==> src/rtl/active_list_commit.sv <==
// In-order retirement buffer: rename allocates at tail, writeback marks entries done,
// and the head entry retires once done, releasing its superseded physical register.
module active_list_commit #(
    parameter int FREE_LIST_WIDTH = 3,
    parameter int VREG_WIDTH      = 5,
    parameter int PREG_WIDTH      = 6
) (
    input  logic                       clk,
    input  logic                       rst,
    input  logic                       flush,
    input  logic                       alloc_valid,
    output logic                       alloc_ready,
    input  logic                       alloc_has_dest,
    input  logic [VREG_WIDTH-1:0]      alloc_vreg,
    input  logic [PREG_WIDTH-1:0]      alloc_preg,
    input  logic [PREG_WIDTH-1:0]      alloc_old_preg,
    output logic [FREE_LIST_WIDTH-1:0] alloc_index,
    input  logic                       wb_valid,
    input  logic [FREE_LIST_WIDTH-1:0] wb_index,
    output logic                       commit_valid,
    output logic                       commit_has_dest,
    output logic [VREG_WIDTH-1:0]      commit_vreg,
    output logic [PREG_WIDTH-1:0]      commit_preg,
    output logic                       free_valid,
    output logic [PREG_WIDTH-1:0]      free_preg,
    output logic [FREE_LIST_WIDTH:0]   count
);

    localparam int DEPTH = 2 ** FREE_LIST_WIDTH;
    localparam logic [FREE_LIST_WIDTH:0]   DEPTH_CNT = {1'b1, {FREE_LIST_WIDTH{1'b0}}};
    localparam logic [FREE_LIST_WIDTH-1:0] IDX_ONE   = {{(FREE_LIST_WIDTH-1){1'b0}}, 1'b1};
    localparam logic [FREE_LIST_WIDTH:0]   CNT_ZERO  = '0;

    logic [FREE_LIST_WIDTH-1:0] head_q, head_d, tail_q, tail_d;
    logic [FREE_LIST_WIDTH:0]   count_q, count_d;
    logic [DEPTH-1:0]           valid_q, valid_d, done_q, done_d, has_dest_q, has_dest_d;
    logic [VREG_WIDTH-1:0]      vreg_q [DEPTH];
    logic [VREG_WIDTH-1:0]      vreg_d [DEPTH];
    logic [PREG_WIDTH-1:0]      preg_q [DEPTH];
    logic [PREG_WIDTH-1:0]      preg_d [DEPTH];
    logic [PREG_WIDTH-1:0]      old_preg_q [DEPTH];
    logic [PREG_WIDTH-1:0]      old_preg_d [DEPTH];

    logic                       commit_valid_q, commit_valid_d;
    logic                       commit_has_dest_q, commit_has_dest_d;
    logic [VREG_WIDTH-1:0]      commit_vreg_q, commit_vreg_d;
    logic [PREG_WIDTH-1:0]      commit_preg_q, commit_preg_d;
    logic                       free_valid_q, free_valid_d;
    logic [PREG_WIDTH-1:0]      free_preg_q, free_preg_d;

    logic alloc_fire, commit_fire;

    // Readiness looks only at the registered count, so a full list never
    // accepts an allocation in the same cycle it retires an entry.
    assign alloc_ready = (count_q < DEPTH_CNT);
    assign alloc_index = tail_q;
    assign alloc_fire  = alloc_valid && alloc_ready;
    assign commit_fire = valid_q[head_q] && done_q[head_q];

    always_comb begin
        head_d            = head_q;
        tail_d            = tail_q;
        count_d           = count_q;
        valid_d           = valid_q;
        done_d            = done_q;
        has_dest_d        = has_dest_q;
        vreg_d            = vreg_q;
        preg_d            = preg_q;
        old_preg_d        = old_preg_q;
        commit_valid_d    = 1'b0;
        commit_has_dest_d = commit_has_dest_q;
        commit_vreg_d     = commit_vreg_q;
        commit_preg_d     = commit_preg_q;
        free_valid_d      = 1'b0;
        free_preg_d       = free_preg_q;

        if (flush) begin
            valid_d = '0;
            done_d  = '0;
            head_d  = '0;
            tail_d  = '0;
            count_d = CNT_ZERO;
        end else begin
            if (wb_valid && valid_q[wb_index]) begin
                done_d[wb_index] = 1'b1;
            end
            if (commit_fire) begin
                commit_valid_d    = 1'b1;
                commit_has_dest_d = has_dest_q[head_q];
                commit_vreg_d     = vreg_q[head_q];
                commit_preg_d     = preg_q[head_q];
                free_valid_d      = has_dest_q[head_q];
                free_preg_d       = old_preg_q[head_q];
                valid_d[head_q]   = 1'b0;
                done_d[head_q]    = 1'b0;
                head_d            = head_q + IDX_ONE;
            end
            // Allocation comes last so it wins over a same-index writeback.
            if (alloc_fire) begin
                valid_d[tail_q]    = 1'b1;
                done_d[tail_q]     = 1'b0;
                has_dest_d[tail_q] = alloc_has_dest;
                vreg_d[tail_q]     = alloc_vreg;
                preg_d[tail_q]     = alloc_preg;
                old_preg_d[tail_q] = alloc_old_preg;
                tail_d             = tail_q + IDX_ONE;
            end
            count_d = count_q + {{FREE_LIST_WIDTH{1'b0}}, alloc_fire}
                              - {{FREE_LIST_WIDTH{1'b0}}, commit_fire};
        end
    end

    always_ff @(posedge clk or posedge rst) begin
        if (rst) begin
            head_q            <= '0;
            tail_q            <= '0;
            count_q           <= '0;
            valid_q           <= '0;
            done_q            <= '0;
            has_dest_q        <= '0;
            for (int i = 0; i < DEPTH; i++) begin
                vreg_q[i]     <= '0;
                preg_q[i]     <= '0;
                old_preg_q[i] <= '0;
            end
            commit_valid_q    <= 1'b0;
            commit_has_dest_q <= 1'b0;
            commit_vreg_q     <= '0;
            commit_preg_q     <= '0;
            free_valid_q      <= 1'b0;
            free_preg_q       <= '0;
        end else begin
            head_q            <= head_d;
            tail_q            <= tail_d;
            count_q           <= count_d;
            valid_q           <= valid_d;
            done_q            <= done_d;
            has_dest_q        <= has_dest_d;
            vreg_q            <= vreg_d;
            preg_q            <= preg_d;
            old_preg_q        <= old_preg_d;
            commit_valid_q    <= commit_valid_d;
            commit_has_dest_q <= commit_has_dest_d;
            commit_vreg_q     <= commit_vreg_d;
            commit_preg_q     <= commit_preg_d;
            free_valid_q      <= free_valid_d;
            free_preg_q       <= free_preg_d;
        end
    end

    assign commit_valid    = commit_valid_q;
    assign commit_has_dest = commit_has_dest_q;
    assign commit_vreg     = commit_vreg_q;
    assign commit_preg     = commit_preg_q;
    assign free_valid      = free_valid_q;
    assign free_preg       = free_preg_q;
    assign count           = count_q;

endmodule

==> config.mk <==
export PLATFORM = sky130hd
export DESIGN_NAME = active_list_commit
export DESIGN_NICKNAME = d
export VERILOG_FILES = /design/src/rtl/active_list_commit.sv
export SDC_FILE = /design/constraint.sdc
export NUM_CORES = 1
export LEC_CHECK = 0
export ABC_AREA = 1
export CELL_PAD_IN_SITES_DETAIL_PLACEMENT = 0
export CELL_PAD_IN_SITES_GLOBAL_PLACEMENT = 2
export CORE_ASPECT_RATIO = 0.8
export CORE_MARGIN = 4
export CORE_UTILIZATION = 36
export CTS_CLUSTER_DIAMETER = 150
export DETAILED_ROUTE_END_ITERATION = 12
export PLACE_DENSITY_LB_ADDON = 0.1
export SLEW_MARGIN = 20
export SYNTH_ARGS = -nofsm -noshare
export SYNTH_HDL_FRONTEND = slang
export SYNTH_SLANG_ARGS = --single-unit
==> constraint.sdc <==
create_clock -name clk -period 9.15 [get_ports clk]
set_input_delay 1.83 -clock clk [delete_from_list [all_inputs] [get_ports clk]]
set_output_delay 1.83 -clock clk [all_outputs]
set_load 0.05 [all_outputs]
Word-level counts from Yosys, hierarchy flattened
Index checks and enable logic that the tools add are counted.
{"block": "totals", "output_inout_bits": 28, "word_cells": 121, "regBits": 190}
{"block": "classes", "n_reduce_logical": 11, "mux": 50, "order_cmp": 10, "bitwise_logic": 10, "n_addsub": 4}
{"operator": "$bwmux 48", "n": 2}
{"operator": "$mux 8", "n": 10}
{"operator": "$bwmux 40", "n": 1}
{"operator": "$bmux 6 s3", "n": 2}
{"operator": "$mux 6", "n": 5}
{"operator": "$and 8x8->8", "n": 3}
{"operator": "$demux 6 s3", "n": 1}
{"operator": "$not 8->8", "n": 2}
{"operator": "$or 8x8->8", "n": 2}
{"operator": "$bmux 5 s3", "n": 1}
{"operator": "$demux 5 s3", "n": 1}
{"operator": "$mux 5", "n": 3}
{"operator": "$bmux 1 s3", "n": 4}
{"operator": "$lt 3x4->1 const B", "n": 3}
{"operator": "$mux 3", "n": 4}
{"operator": "$mux 1", "n": 11}
{"operator": "$demux 1 s3", "n": 3}
{"operator": "$ge 3x1->1 const B", "n": 3}
{"operator": "$bwmux 8", "n": 1}
{"operator": "$ge 4x4->1 const B", "n": 2}
{"operator": "$not 3->4", "n": 2}
{"operator": "$logic_and 1x1->1", "n": 7}
{"operator": "$add 3x1->3 const B", "n": 2}
{"operator": "$add 4x1->4", "n": 1}
{"operator": "7 further kinds", "n": 9}

Longest topological paths before layout
{"block": "depth", "word_depth": 13, "mapped_depth": 15}

Worst setup path before layout
No wires, ideal clock.
{"block": "synth_path", "path_kind": "input to register", "startpoint": "in alloc_valid", "endpoint": "reg count_q[2] (netlist: count[2])", "n_path_buf": 0, "slack_ns": 5.988, "setup_time_ns": 0.131, "arrival_ns": 3.031, "cell_stages": 7, "path_cell_list": "nand2_1 ha_1 inv_1 ha_1 fa_1 xnor2_1 nor2_1"}
{"block": "synth_via", "elab_chain_len": 4}
{"element": "start: declaration", "line_no": "11", "rtl": "input logic alloc_valid,"}
{"element": "$logic_and 1x1->1", "line_no": "57", "rtl": "assign alloc_fire = alloc_valid && alloc_ready;"}
{"element": "$add 4x1->4", "line_no": "108", "rtl": "count_d = count_q + {{FREE_LIST_WIDTH{1'b0}}, alloc_fire}"}
{"element": "$sub 4x1->4", "line_no": "109", "rtl": "- {{FREE_LIST_WIDTH{1'b0}}, commit_fire};"}
{"element": "$mux 4", "line_no": "77", "rtl": "if (flush) begin"}
{"element": "via count_d[2]", "line_no": "35", "rtl": "logic [FREE_LIST_WIDTH:0] count_q, count_d;"}
{"element": "end signal: assignment", "line_no": "135", "rtl": "count_q <= count_d;"}
{"element": "end: declaration", "line_no": "35"}
The timed path passes the listed nets, and every way through them passes these cells.
A chain may end at the register's enable or synchronous reset.

Worst setup path in the final report
{"block": "layout_path", "startpoint": "reg count_q[3] (netlist: count[3])", "endpoint": "out alloc_ready"}
{"block": "layout_via", "elab_chain_len": 1}
{"element": "$lt 4x4->1", "line_no": "55", "rtl": "assign alloc_ready = (count_q < DEPTH_CNT);"}
{"element": "end: declaration", "line_no": "12", "rtl": "output logic alloc_ready,"}
No other way between the ends.

==> run metrics <==
post-synthesis adder-cell area fraction=1.11%; Mean Syn Cell Area=8.25 um^2; total power draw=2.52 mW; Critical Path AT=1.73 ns; CTS Hold Buffers Added=0; critical path fanouts, max=3; area share of the largest cell type after synthesis=55.3%; vias in the first global route=6772; Worst Hold Class=flop to flop; dpl ws=5.08 ns; Area Growth Syn to Fin=16.5%; most common cell after layout, fill and taps aside=nand2_1; wire per inst=18.3 um; Hold Fails Final Rpt=0; full die area=26500 um^2; Post-Route WL=25600 um; Final min period=3.56 ns; gr usage total=19.6%; clk sinks=190; multiplexer share of the synthesized area=0%; CTS tree=built; Distinct cells, synth=31; Pwr Density=251 nW/um^2; largest net degree at the start of global routing=111; most frequent cells in the layout=320 x nand2_1, 198 x o21ai_0, 189 x dfrtp_1; RSZ-0062 raised after global routing=no; Worst Max-Slew Pin Slew=1.13 ns; Routed Antenna Nets=0; XOR/XNOR Fraction of Synth Area=0.305%; Initial DRC Count=609; EDFF count, synth=0; # DRC=0; CORE AREA=23500 um^2; area leader, netlist=dfrtp_1; # diodes=0; sequential fraction of the synthesis area=55.3%; fin util=42.7%; layout cells sized above 1=6.06%; initial antenna violation count=0; Peak VDD IR=145 uV; register area=4760 um^2; multi-input logic area=3360 um^2; Post-CTS Setup Repair Bufs=0; DP Wirelength=15100 um; GPL Wtd Cong=0.738; Synth Area in Simple Gates=21.9%; nets=1110; Die Span Y=146 um; first-pass GRT wire length=40600 um; worst setup margin=5.59 ns; Setup Crit Path Kind=flop to output port; Initial Util=36.7%; cell area after synthesis=8600 um^2; cts bufs inserted=17; Port-buffer cells=53; first-pass iteration count of the detailed router=5; ranking of synthesized cells by area=dfrtp_1 55%, nand2_1 14%, o21ai_0 12%; nature of the critical path endpoint=output port; Vias=6994; cell row count=50; crit start category=flop; complex-gate fraction of the synthesized area=15.8%; Tcrit/Tclk final=38.9%; Max Cap Violations=0; Chip Width=181 um; total gr overflow=0; Yosys reg bits=190; Root Buffer=clkbuf_16; largest family of logic cells by synthesized area=simple AND/OR/NAND/NOR gates; Rel. slew slack=24.5%; Post-Syn Nets=1076; final setup fails=0; Layout Skew=0.0130 ns; max frequency=281 MHz; layout filler cell count=2421; Clk Latency, worst-skew pair=0.44 ns; CTS max path bufs=2; I/O pins=54; CTS resizes=0; outcome=complete, no violations; Post-Synthesis Cells=1043; ys async rst share=100%; Synth Flop Type=dfrtp_1; TNS Setup=0 ns; Leak=4.73 nW; WP data required=7.32 ns; DR vias/cell=4.99; Final Max Tran Viols=0; H-tree depth=4; Worst-path clk slew=0.08 ns; YS warnings=0
## power breakdown
| group | total [mW] | switching (mW) | internal [mW] | leakage (nW) |
|---|---|---|---|---|
| combinational | 0.564 | 0.352 | 0.213 | 1.89 |
| clock | 0.790 | 0.341 | 0.449 | 0.294 |
| sequential | 1.16 | 0.115 | 1.05 | 2.54 |
| total | 2.52 | 0.808 | 1.71 | 4.73 |
## flip-flops by register name (all words and copies together) (netlist names), 4 cells and up
signal / count
count: 4
vreg_q: 40
valid_q: 8
commit_preg: 6
free_preg: 6
done_q: 8
commit_vreg: 5
old_preg_q: 48
has_dest_q: 8
preg_q: 48
## critical path, cell delays in order, from the launching register on
cell and delay (ns):
dfrtp_1 0.41, inv_1 0.08, clkdlybuf4s50_1 0.80
## worst paths after layout
| check | startpoint | slack [ns] | cells past startpoint | end |
|---|---|---|---|---|
| min in group asynchronous | rst | 1.92 | 2 | count[0]$_DFF_PP0_ |
| min reg2reg | old_preg_q[19]$_DFFE_PP0P_ | 0.48 | 2 | old_preg_q[19]$_DFFE_PP0P_ |
| max reg2reg | head_q[1]$_DFFE_PP0P_ | 5.73 | 12 | count[1]$_DFF_PP0_ |
| max in group asynchronous | rst | 6.04 | 3 | vreg_q[9]$_DFFE_PP0P_ |
| max | count[3]$_DFF_PP0_ | 5.59 | 2 | alloc_ready |
| min | old_preg_q[19]$_DFFE_PP0P_ | 0.48 | 2 | old_preg_q[19]$_DFFE_PP0P_ |
## metrics by stage
step | cells | hold slack, ns | cell area, um^2
floorplan | 1043 | 0.446 | 8600
global placement | 1370 | 0.461 | 9410
detailed placement | 1370 | 0.468 | 9410
CTS | 1402 | 0.485 | 10000
global route | 1402 | 0.502 | 10000
finish | 1402 | 0.481 | 10000
## cells by family (layout without fill, tap and decap cells)
kind of cell	after synthesis	in the layout
buf+inv	119	166
fa+ha+maj	7	7
flops	190	190
compound gates	258	258
xor+xnor	3	3
simple gates	466	466
## cell type report
class,count,share of cell area [%]
Multi-Input combinational cell,734,33.5
Inverter,64,2.47
Clock inverter,11,1.57
Timing Repair Buffer,70,6.55
Sequential cell,190,47.4
Clock buffer,21,4.59
Tap cell,312,3.89
## synth_stat cells (3+ instances only)
library cell / count
ha_1: 6
buf_6: 3
nor2_2: 4
inv_2: 8
buf_2: 12
nor2_1: 86
o21ai_1: 21
inv_1: 55
a21oi_1: 13
nand3b_1: 6
nand2_1: 320
o21a_1: 6
a22oi_1: 17
nand3_1: 29
clkbuf_1: 36
o21ai_0: 198
dfrtp_1: 190
nand4_1: 16
## routing by layer
metal / GRT usage, % / part of all wire (%)
met1: 30.0 / 52
met4: 2.95 / 0.64
met3: 3.74 / 3.0
met5: 0 / 0
met2: 29.7 / 44
(Power assumes the default switching activity.)
